--- src/rtl/scalar_warp_sequencer.sv ---
// Scalar warp sequencer: single-issue FETCH..UPDATE control loop for one warp,
// with bounded waits on instruction fetch and LSU completion handshakes.
`ifndef DATA_WIDTH
`define DATA_WIDTH 16
`endif

package scalar_warp_sequencer_pkg;
   typedef logic [7:0] instruction_memory_address_t;
   typedef enum logic [2:0] {
      IDLE,
      FETCH,
      DECODE,
      REQUEST,
      WAIT,
      EXECUTE,
      UPDATE,
      DONE
   } warp_state_t;
endpackage

module scalar_warp_sequencer
   import scalar_warp_sequencer_pkg::*;
#(
   parameter int unsigned DATA_WIDTH   = `DATA_WIDTH,
   parameter int unsigned WAIT_TIMEOUT = 1024
) (
   input  logic                        clk,
   input  logic                        reset,
   input  logic                        start,
   input  instruction_memory_address_t start_pc,
   output logic                        fetch_req,
   input  logic                        fetch_valid,
   input  logic                        decoded_mem_read,
   input  logic                        decoded_mem_write,
   input  logic                        decoded_branch,
   input  logic                        decoded_ret,
   input  logic                        branch_taken,
   input  instruction_memory_address_t branch_target,
   output logic                        lsu_req,
   input  logic                        lsu_done,
   output warp_state_t                 warp_state,
   output logic                        warp_enable,
   output instruction_memory_address_t pc,
   output logic                        done,
   output logic                        timeout_err,
   output logic [DATA_WIDTH-1:0]       retired_count
);

   localparam int unsigned CNT_W = $clog2(WAIT_TIMEOUT + 1);

   warp_state_t                 r_state;
   warp_state_t                 w_next_state;
   instruction_memory_address_t r_pc;
   instruction_memory_address_t r_next_pc;
   logic [DATA_WIDTH-1:0]       r_retired;
   logic [CNT_W-1:0]            r_wait_cnt;
   logic                        r_mem_read;
   logic                        r_mem_write;
   logic                        r_branch;
   logic                        r_ret;
   logic                        r_timeout_err;

   logic w_mem_op;
   logic w_fetch_wait;
   logic w_lsu_wait;
   logic w_hs_absent;
   logic w_timeout;
   logic w_start_ok;
   logic w_enter_wait;

   assign w_mem_op     = r_mem_read | r_mem_write;
   assign w_fetch_wait = (r_state == FETCH) && !fetch_valid;
   assign w_lsu_wait   = (r_state == WAIT) && w_mem_op && !lsu_done;
   assign w_hs_absent  = w_fetch_wait | w_lsu_wait;
   // Timeout only fires when the handshake is still absent on the last allowed cycle.
   assign w_timeout    = w_hs_absent && (r_wait_cnt == CNT_W'(WAIT_TIMEOUT - 1));
   assign w_start_ok   = start && ((r_state == IDLE) || (r_state == DONE));
   assign w_enter_wait = (w_next_state != r_state) &&
                         ((w_next_state == FETCH) || (w_next_state == WAIT));

   always_ff @(posedge clk or posedge reset) begin
      if (reset) begin
         r_state <= IDLE;
      end else begin
         r_state <= w_next_state;
      end
   end

   always_comb begin
      w_next_state = r_state;
      case (r_state)
         IDLE, DONE: begin
            if (start) w_next_state = FETCH;
         end
         FETCH: begin
            if (w_timeout)        w_next_state = DONE;
            else if (fetch_valid) w_next_state = DECODE;
         end
         DECODE:  w_next_state = REQUEST;
         REQUEST: w_next_state = WAIT;
         WAIT: begin
            if (w_timeout)                 w_next_state = DONE;
            else if (!w_mem_op || lsu_done) w_next_state = EXECUTE;
         end
         EXECUTE: w_next_state = UPDATE;
         UPDATE:  w_next_state = r_ret ? DONE : FETCH;
         default: w_next_state = IDLE;
      endcase
   end

   always_comb begin
      fetch_req   = 1'b0;
      lsu_req     = 1'b0;
      warp_enable = 1'b1;
      done        = 1'b0;
      case (r_state)
         IDLE:    warp_enable = 1'b0;
         DONE: begin
            warp_enable = 1'b0;
            done        = 1'b1;
         end
         FETCH:   fetch_req = 1'b1;
         WAIT:    lsu_req = w_mem_op && (r_wait_cnt == '0);
         default: ;
      endcase
   end

   always_ff @(posedge clk or posedge reset) begin
      if (reset) begin
         r_wait_cnt <= '0;
      end else if (w_enter_wait) begin
         r_wait_cnt <= '0;
      end else if (w_hs_absent) begin
         r_wait_cnt <= r_wait_cnt + 1'b1;
      end
   end

   always_ff @(posedge clk or posedge reset) begin
      if (reset) begin
         r_mem_read  <= 1'b0;
         r_mem_write <= 1'b0;
         r_branch    <= 1'b0;
         r_ret       <= 1'b0;
      end else if (r_state == DECODE) begin
         r_mem_read  <= decoded_mem_read;
         r_mem_write <= decoded_mem_write;
         r_branch    <= decoded_branch;
         r_ret       <= decoded_ret;
      end
   end

   always_ff @(posedge clk or posedge reset) begin
      if (reset) begin
         r_pc          <= '0;
         r_next_pc     <= '0;
         r_retired     <= '0;
         r_timeout_err <= 1'b0;
      end else begin
         if (w_start_ok) begin
            r_pc          <= start_pc;
            r_retired     <= '0;
            r_timeout_err <= 1'b0;
         end
         if (r_state == EXECUTE) begin
            r_next_pc <= (r_branch && branch_taken) ? branch_target
                                                    : r_pc + instruction_memory_address_t'(1);
         end
         if (r_state == UPDATE) begin
            r_pc      <= r_next_pc;
            r_retired <= r_retired + 1'b1;
         end
         if (w_timeout) begin
            r_timeout_err <= 1'b1;
         end
      end
   end

   assign warp_state    = r_state;
   assign pc            = r_pc;
   assign retired_count = r_retired;
   assign timeout_err   = r_timeout_err;

endmodule

--- config.mk ---
export PLATFORM = sky130hd
export DESIGN_NAME = scalar_warp_sequencer
export DESIGN_NICKNAME = d
export VERILOG_FILES = /design/src/rtl/scalar_warp_sequencer.sv
export SDC_FILE = /design/constraint.sdc
export NUM_CORES = 1
export LEC_CHECK = 0
export BUFFER_PORTS_ARGS = -buffer_cell sky130_fd_sc_hd__buf_4
export CAP_MARGIN = 20
export CORE_UTILIZATION = 55
export CTS_CLUSTER_DIAMETER = 30
export DETAILED_ROUTE_END_ITERATION = 10
export HOLD_SLACK_MARGIN = 0.02
export PLACE_DENSITY = 0.8
export SLEW_MARGIN = 20
export SYNTH_ARGS = -nofsm -noshare
export SYNTH_HDL_FRONTEND = slang
export SYNTH_SLANG_ARGS = --single-unit
export TNS_END_PERCENT = 10
--- constraint.sdc ---
create_clock -name clk -period 5.8 [get_ports clk]
set_input_delay 1.45 -clock clk [delete_from_list [all_inputs] [get_ports clk]]
set_output_delay 1.45 -clock clk [all_outputs]
set_load 0.1 [all_outputs]
==> summary.txt, run 1 <==
CTS
  • TritonCTS buffer count: 5
  • Clock latency at the later pin of the worst-skew pair: 310 ps
  • Clk root buf: clkbuf_8
  • Clock-pin slew of the registers on the worst-case setup and hold paths: 90 ps
  • Hold buffer count at cts: 0
  • Clock Sinks: 51
  • Clk buf depth: 2
  • CTS tree: built
  • Post-CTS Repair Setup Buffers: 0
  • H-tree depth: 2
  • Cts repair resizes: 0

Logic synthesis
  • Proportion of synthesized area in mux cells: 0.0390
  • Yosys cell types: 41
  • Yosys warnings: 0
  • Post-Synth Simple-Gate Area: 0.221
  • Synth Area per Inst: 9.14 µm²
  • Synth Area in Adders: 0.0186
  • Main combinational cell family by area after synthesis: simple AND/OR/NAND/NOR gates
  • Compound-Gate Fraction of Synth Area: 0.179
  • Mapped Cells: 295
  • Xor and xnor area share after synthesis: 0.0390
  • Post-synthesis instance area: 2700 µm²
  • Sequential-to-total area share from yosys stat: 0.473
  • Synth Register Bits: 51
  • Post-Syn Nets: 325

Placed design
  • Final GP Congestion: 0.843
  • Placed Cells incl. Taps: 406
  • PortBufs: 57
  • Dpl hpwl: 4.22 mm

Status
  • Status: completed

Pwr
  • P_leak: 1.53 nW
  • Psw: 0.972 mW
  • Pint: 0.780 mW
  • VDD IR max: 415 µV
  • Comb power frac: 0.554
  • Design Power: 1.75 mW
  • Pwr Density: 540 nW/µm²
  • Clock power frac: 0.118
  • Seq pwr share: 0.329
  • Switching share of total power: 0.555

Min path
  • Hold crit path type: reg -> reg
  • WHS Path Cells: 2
  • Min-delay src: timeout_err

Global routing
  • Initial antenna violation count: 0
  • GRT Total Usage: 0.245
  • Pin count of the biggest net entering global routing: 52
  • Number of global-route vias before repair: 2,102
  • Wire length of the first global-routing pass: 10.0 mm
  • GRT met3 Usage: 0.0347
  • Global route hottest layer: met2
  • Grt ovf: 0
  • GR Util met1: 0.342
  • GR Util met2: 0.401

Timing
  • Final setup viols: 0
  • Least-Margin Pin Slew: 887 ps
  • Final Hold Vio Count: 0
  • RSZ-0062 raised after global routing: no
  • Period minus WS final: 3360 ps
  • Skew final: 11.5 ps
  • Pins Over Slew Limit: 0
  • Slew HR: 0.408
  • Max Freq: 297 MHz
  • Setup TNS: 0 ps
  • Fin crit share: 0.580

Drt
  • Routed WL: 6.08 mm
  • DRC violations left: 0
  • Number of DRC markers in iteration 0: 191
  • Via density: 5.79
  • Drt wl/cell: 14.7 µm
  • ANT nets after route: 0
  • Via count: 2,399
  • DR pass1 iterations: 6

Critical path
  • Critical Path RT: 4350 ps
  • Critical Path Fanout Max: 14
  • Worst-case reg-to-reg path depth: 5
  • Worst setup path class: reg -> out
  • Setup crit end kind: primary output
  • Crit start category: flip-flop
  • FF-to-FF Start: warp_state[1]
  • CP arrival: 1910 ps
  • Worst Setup SP: warp_state[1]

Layout
  • Most frequent cells in the layout: 58 x buf_4, 51 x dfrtp_1, 50 x nand2_1
  • Register area: 1280 µm²
  • Filler Cells Inserted: 396
  • Final Util: 0.687
  • Area delta synth->final: 20.3%
  • Antenna cells: 0
  • Layout cells sized above 1: 0.216
  • Nets@finish: 376
  • Final std cells w/o fill: 414
  • Area of the multi-input gates: 1340 µm²
  • Most common cell after layout, fill and taps aside: buf_4

Floorplanning
  • Initial core utilization: 0.571
  • Core area: 4720 µm²
  • Die Y: 72.0 µm
  • Die X: 72.0 µm
  • I/O pins: 58
  • Std-Cell Rows: 25
  • Die area: 5190 µm²

Job
  • Max_cap viols: 0
==> power by group through the flow <==
| stage | logic [mW] | clock network (mW) | registers [mW] |
|---|---|---|---|
| finish | 0.970 | 0.206 | 0.576 |
| global route | 1.04 | 0.219 | 0.591 |
| CTS | 0.974 | 0.207 | 0.573 |
| detailed placement | 0.973 | 0 | 0.578 |
| global placement | 0.959 | 0 | 0.577 |
| floorplan | 0.458 | 0 | 0.882 |
==> sequential cells by signal (all words and copies together), names as in the netlist <==
signal / cells
retired_count: 16
r_wait_cnt: 11
pc: 8
r_next_pc: 8
warp_state: 3
r_branch: 1
r_mem_read: 1
r_mem_write: 1
r_ret: 1
timeout_err: 1
==> synthesized netlist by cell type, drive strengths merged <==
cell type / instances / share of area
o31ai: 5 / 0.014
o2bb2ai: 1 / 0.0032
nand2b: 4 / 0.0093
nor4b: 1 / 0.0032
nor4: 1 / 0.0079
o21ai: 26 / 0.048
clkbuf: 10 / 0.014
o2111a: 1 / 0.0046
a211oi: 3 / 0.0084
dfrtp: 51 / 0.47
a31oi: 5 / 0.012
nand2: 50 / 0.070
nand3: 14 / 0.026
nand4b: 1 / 0.0032
o211ai: 4 / 0.011
a21oi: 11 / 0.020
ha: 4 / 0.019
o2111ai: 3 / 0.0097
xnor2: 7 / 0.023
o21a: 2 / 0.0056
nand4: 5 / 0.012
xor2: 5 / 0.016
nand3b: 1 / 0.0028
mux2: 4 / 0.017
o221ai: 1 / 0.0032
or4: 5 / 0.014
mux2i: 6 / 0.022
nor2: 24 / 0.033
a22oi: 8 / 0.022
inv: 6 / 0.0084
buf: 4 / 0.0074
o31a: 1 / 0.0032
a32oi: 1 / 0.0032
a21o: 1 / 0.0028
o21ba: 2 / 0.0074
or3: 2 / 0.0046
nor3: 7 / 0.017
and3: 8 / 0.019
==> critical path, stage by stage (launching register included) <==
cell and delay [ps]:
dfrtp_1 570, nor3_1 680, nor2_1 110, buf_4 260
==> stage by stage <==
| step | setup WS (ps) | hold WS (ps) | instance area [µm²] |
|---|---|---|---|
| 2_1_floorplan | 1220 | 450 | 2700 |
| 3_3_place_gp | 2790 | 456 | 3160 |
| 3_5_place_dp | 2800 | 466 | 3160 |
| 4_1_cts | 2450 | 486 | 3240 |
| 5_1_grt | 2360 | 510 | 3240 |
| 6_report | 2440 | 480 | 3240 |
==> layer usage <==
layer	up-vias	part of all wire
li1	1172	-
met1	1135	0.47
met2	85	0.47
met3	7	0.052
met4	0	0.011
met5	-	0
==> area by class of cell <==
| cell class | instances | area share |
|---|---|---|
| Tap cell | 67 | 0.0258 |
| Clock inverter | 2 | 0.00386 |
| Sequential cell | 51 | 0.393 |
| Inverter | 6 | 0.00733 |
| Multi-Input combinational cell | 224 | 0.413 |
| Timing Repair Buffer | 58 | 0.134 |
| Clock buffer | 6 | 0.0224 |
==> final timing paths <==
path	endpoint	slack, ps
setup / recovery	warp_enable	2440
hold / removal	timeout_err	480
setup reg to reg	retired_count[15]	3260
hold reg to reg	timeout_err	480
max in group asynchronous	warp_state[2]	3980
min in group asynchronous	pc[6]	1300
==> logic make-up (layout without fill, tap and decap cells) <==
group / count (synthesis) / in the layout
adder cells (fa/ha/maj): 4 / 4
multiplexers: 10 / 10
AND/OR/NAND/NOR: 123 / 123
XOR/XNOR: 12 / 12
AO/OA/AOI/OAI: 75 / 75
flip-flops: 51 / 51
buffers and inverters: 20 / 72
(Power assumes the default switching activity.)
==> run 2: changes to the inputs <==
--- a/config.mk
+++ b/config.mk
@@ -7,11 +7,11 @@
 export LEC_CHECK = 0
 export BUFFER_PORTS_ARGS = -buffer_cell sky130_fd_sc_hd__buf_4
 export CAP_MARGIN = 20
-export CORE_UTILIZATION = 55
+export CORE_UTILIZATION = 54
 export CTS_CLUSTER_DIAMETER = 30
 export DETAILED_ROUTE_END_ITERATION = 10
 export HOLD_SLACK_MARGIN = 0.02
-export PLACE_DENSITY = 0.8
+export PLACE_DENSITY = 0.79
 export SLEW_MARGIN = 20
 export SYNTH_ARGS = -nofsm -noshare
 export SYNTH_HDL_FRONTEND = slang
==> constraint.sdc (replaced) <==
create_clock -name clk -period 3.1 [get_ports clk]
set_input_delay 0.775 -clock clk [delete_from_list [all_inputs] [get_ports clk]]
set_output_delay 0.775 -clock clk [all_outputs]
set_load 0.1 [all_outputs]
==> run 2 against run 1 <==
Clock skew decreased by 1.4 ps; register-to-register slack worse by 2500 ps; first-iteration DRC count shrank 3.7%; critical path depth grew 1; via count increased by 0.29%; global-route usage decreased by 0.092 points; sequential power is 88% higher; power increased by 89%; combinational power up 90%; flip-flop and latch count stayed put; hold slack got worse by 2.0 ps; critical endpoint is now lsu_req.
==> summary.txt, run 2 (synthesized netlist as in run 1, its figures left out) <==
Critical path
  • Cells along the critical path: nand2b_1 -> nor3_1 -> and3_1 -> buf_4
  • Crit start category: flip-flop
  • Worst setup path class: reg -> out
  • Max incr delay on CP: 680 ps
  • Worst reg-to-reg setup slack: 740 ps
  • Crit path max-delay family: simple AND/OR/NAND/NOR gates
  • CP arrival: 1980 ps
  • Worst Path Buf+Inv: 1
  • Critical Path RT: 2320 ps
  • Slowest-stage cell, CP: dfrtp_1
  • Setup crit end kind: primary output
  • Critical Path Fanout Max: 14

Pwr
  • P_leak: 1.55 nW
  • Comb power frac: 0.557
  • Clock power frac: 0.118
  • Pwr Density: 1010 nW/µm²
  • Switching share of total power: 0.548
  • Design Power: 3.31 mW
  • Psw: 1.81 mW
  • VDD IR max: 822 µV
  • Pint: 1.49 mW
  • Seq pwr share: 0.325

Timing
  • Slew HR: 0.437
  • RSZ-0062 raised after global routing: no
  • Pins Over Slew Limit: 0
  • Skew final: 10.1 ps
  • Max Freq: 363 MHz
  • Least-Margin Pin Slew: 839 ps
  • WHS: 478 ps
  • Period minus WS final: 2750 ps
  • Final setup viols: 0
  • Fin crit share: 0.888
  • Final Hold Vio Count: 0

Layout
  • Area delta synth->final: 21.7%
  • Layout cells sized above 1: 0.231
  • Antenna cells: 0
  • Most common cell after layout, fill and taps aside: buf_4
  • Final Util: 0.690
  • Nets@finish: 380
  • Most frequent cells in the layout: 62 x buf_4, 51 x dfrtp_1, 50 x nand2_1
  • Max FFs per register: 16
  • Filler Cells Inserted: 413

Floorplanning
  • Die area: 5280 µm²
  • Std-Cell Rows: 25
  • Core area: 4750 µm²
  • Initial core utilization: 0.567
  • Die Y: 72.7 µm
  • I/O pins: 58
  • Die X: 72.7 µm

CTS
  • Clk buf depth: 2
  • Clock Sinks: 51
  • Clk root buf: clkbuf_8
  • CTS tree: built
  • Post-CTS Repair Setup Buffers: 0
  • Clock latency at the later pin of the worst-skew pair: 310 ps
  • Cts repair resizes: 0
  • TritonCTS buffer count: 5
  • H-tree depth: 2
  • Hold buffer count at cts: 0
  • Clock-pin slew of the registers on the worst-case setup and hold paths: 90 ps

Min path
  • Hold crit path type: reg -> reg

Placed design
  • PortBufs: 57
  • Final GP Congestion: 0.955
  • Dpl hpwl: 4.30 mm

Drt
  • Routed WL: 5.96 mm
  • Number of DRC markers in iteration 0: 184
  • Via density: 5.77
  • Via count: 2,406
  • ANT nets after route: 0
  • DR pass1 iterations: 4
  • DRC violations left: 0
  • Drt wl/cell: 14.3 µm

Job
  • Max_cap viols: 0

Global routing
  • Pin count of the biggest net entering global routing: 52
  • Wire length of the first global-routing pass: 10.0 mm
  • Grt ovf: 0
  • GRT Total Usage: 0.244
  • Number of global-route vias before repair: 2,219
  • Initial antenna violation count: 0

Status
  • Status: completed
run 2: power by group through the flow:
stage / sequential [mW] / clock (mW) / combinational [mW]
2_1_floorplan: 1.65 / 0 / 0.866
3_3_place_gp: 1.07 / 0 / 1.83
3_5_place_dp: 1.08 / 0 / 1.85
4_1_cts: 1.07 / 0.401 / 1.85
5_1_grt: 1.11 / 0.425 / 1.96
6_report: 1.08 / 0.392 / 1.84
run 2: metal layers:
layer  wire length (µm)  global-route usage
met5                  0                   0
met4                 88              0.0937
met3                266              0.0470
met2               2860               0.402
met1               2750               0.319
run 2: worst paths after layout:
check,startpoint,endpoint,depth (start not counted)
setup / recovery,warp_state[2],lsu_req,4
hold / removal,retired_count[15],retired_count[15],1
setup reg to reg,warp_state[2],retired_count[15],6
hold reg to reg,retired_count[15],retired_count[15],1
max in group asynchronous,reset,pc[4],3
min in group asynchronous,reset,retired_count[2],3
run 2: through the flow:
| stage | setup WS [ps] | cells | TNS (ps) | instance area (µm²) |
|---|---|---|---|---|
| after floorplan | -113 | 295 | -113 | 2700 |
| final | 349 | 417 | 0 | 3280 |
| after CTS | 369 | 417 | 0 | 3280 |
| after global routing | 223 | 417 | 0 | 3280 |
| after global placement | 798 | 410 | 0 | 3190 |
| after detailed placement | 711 | 410 | 0 | 3190 |
run 2: final cells by class:
| cell class | count | area (µm²) | area share |
|---|---|---|---|
| repair buffers | 62 | 465 | 0.142 |
| flip-flops and latches | 51 | 1280 | 0.389 |
| multi-input cells | 224 | 1350 | 0.410 |
| clock buffers | 6 | 82.6 | 0.0252 |
| well taps | 67 | 83.8 | 0.0256 |
| inverters | 6 | 22.5 | 0.00686 |
| clock inverters | 1 | 5.00 | 0.00153 |
run 2: worst register-to-register path, cell delays in order, from the launching register on:
cell	delay [ps]
dfrtp_1	680
nand3b_1	140
buf_4	200
or4_1	620
or4_1	460
nand3_1	100
o21ai_1	70
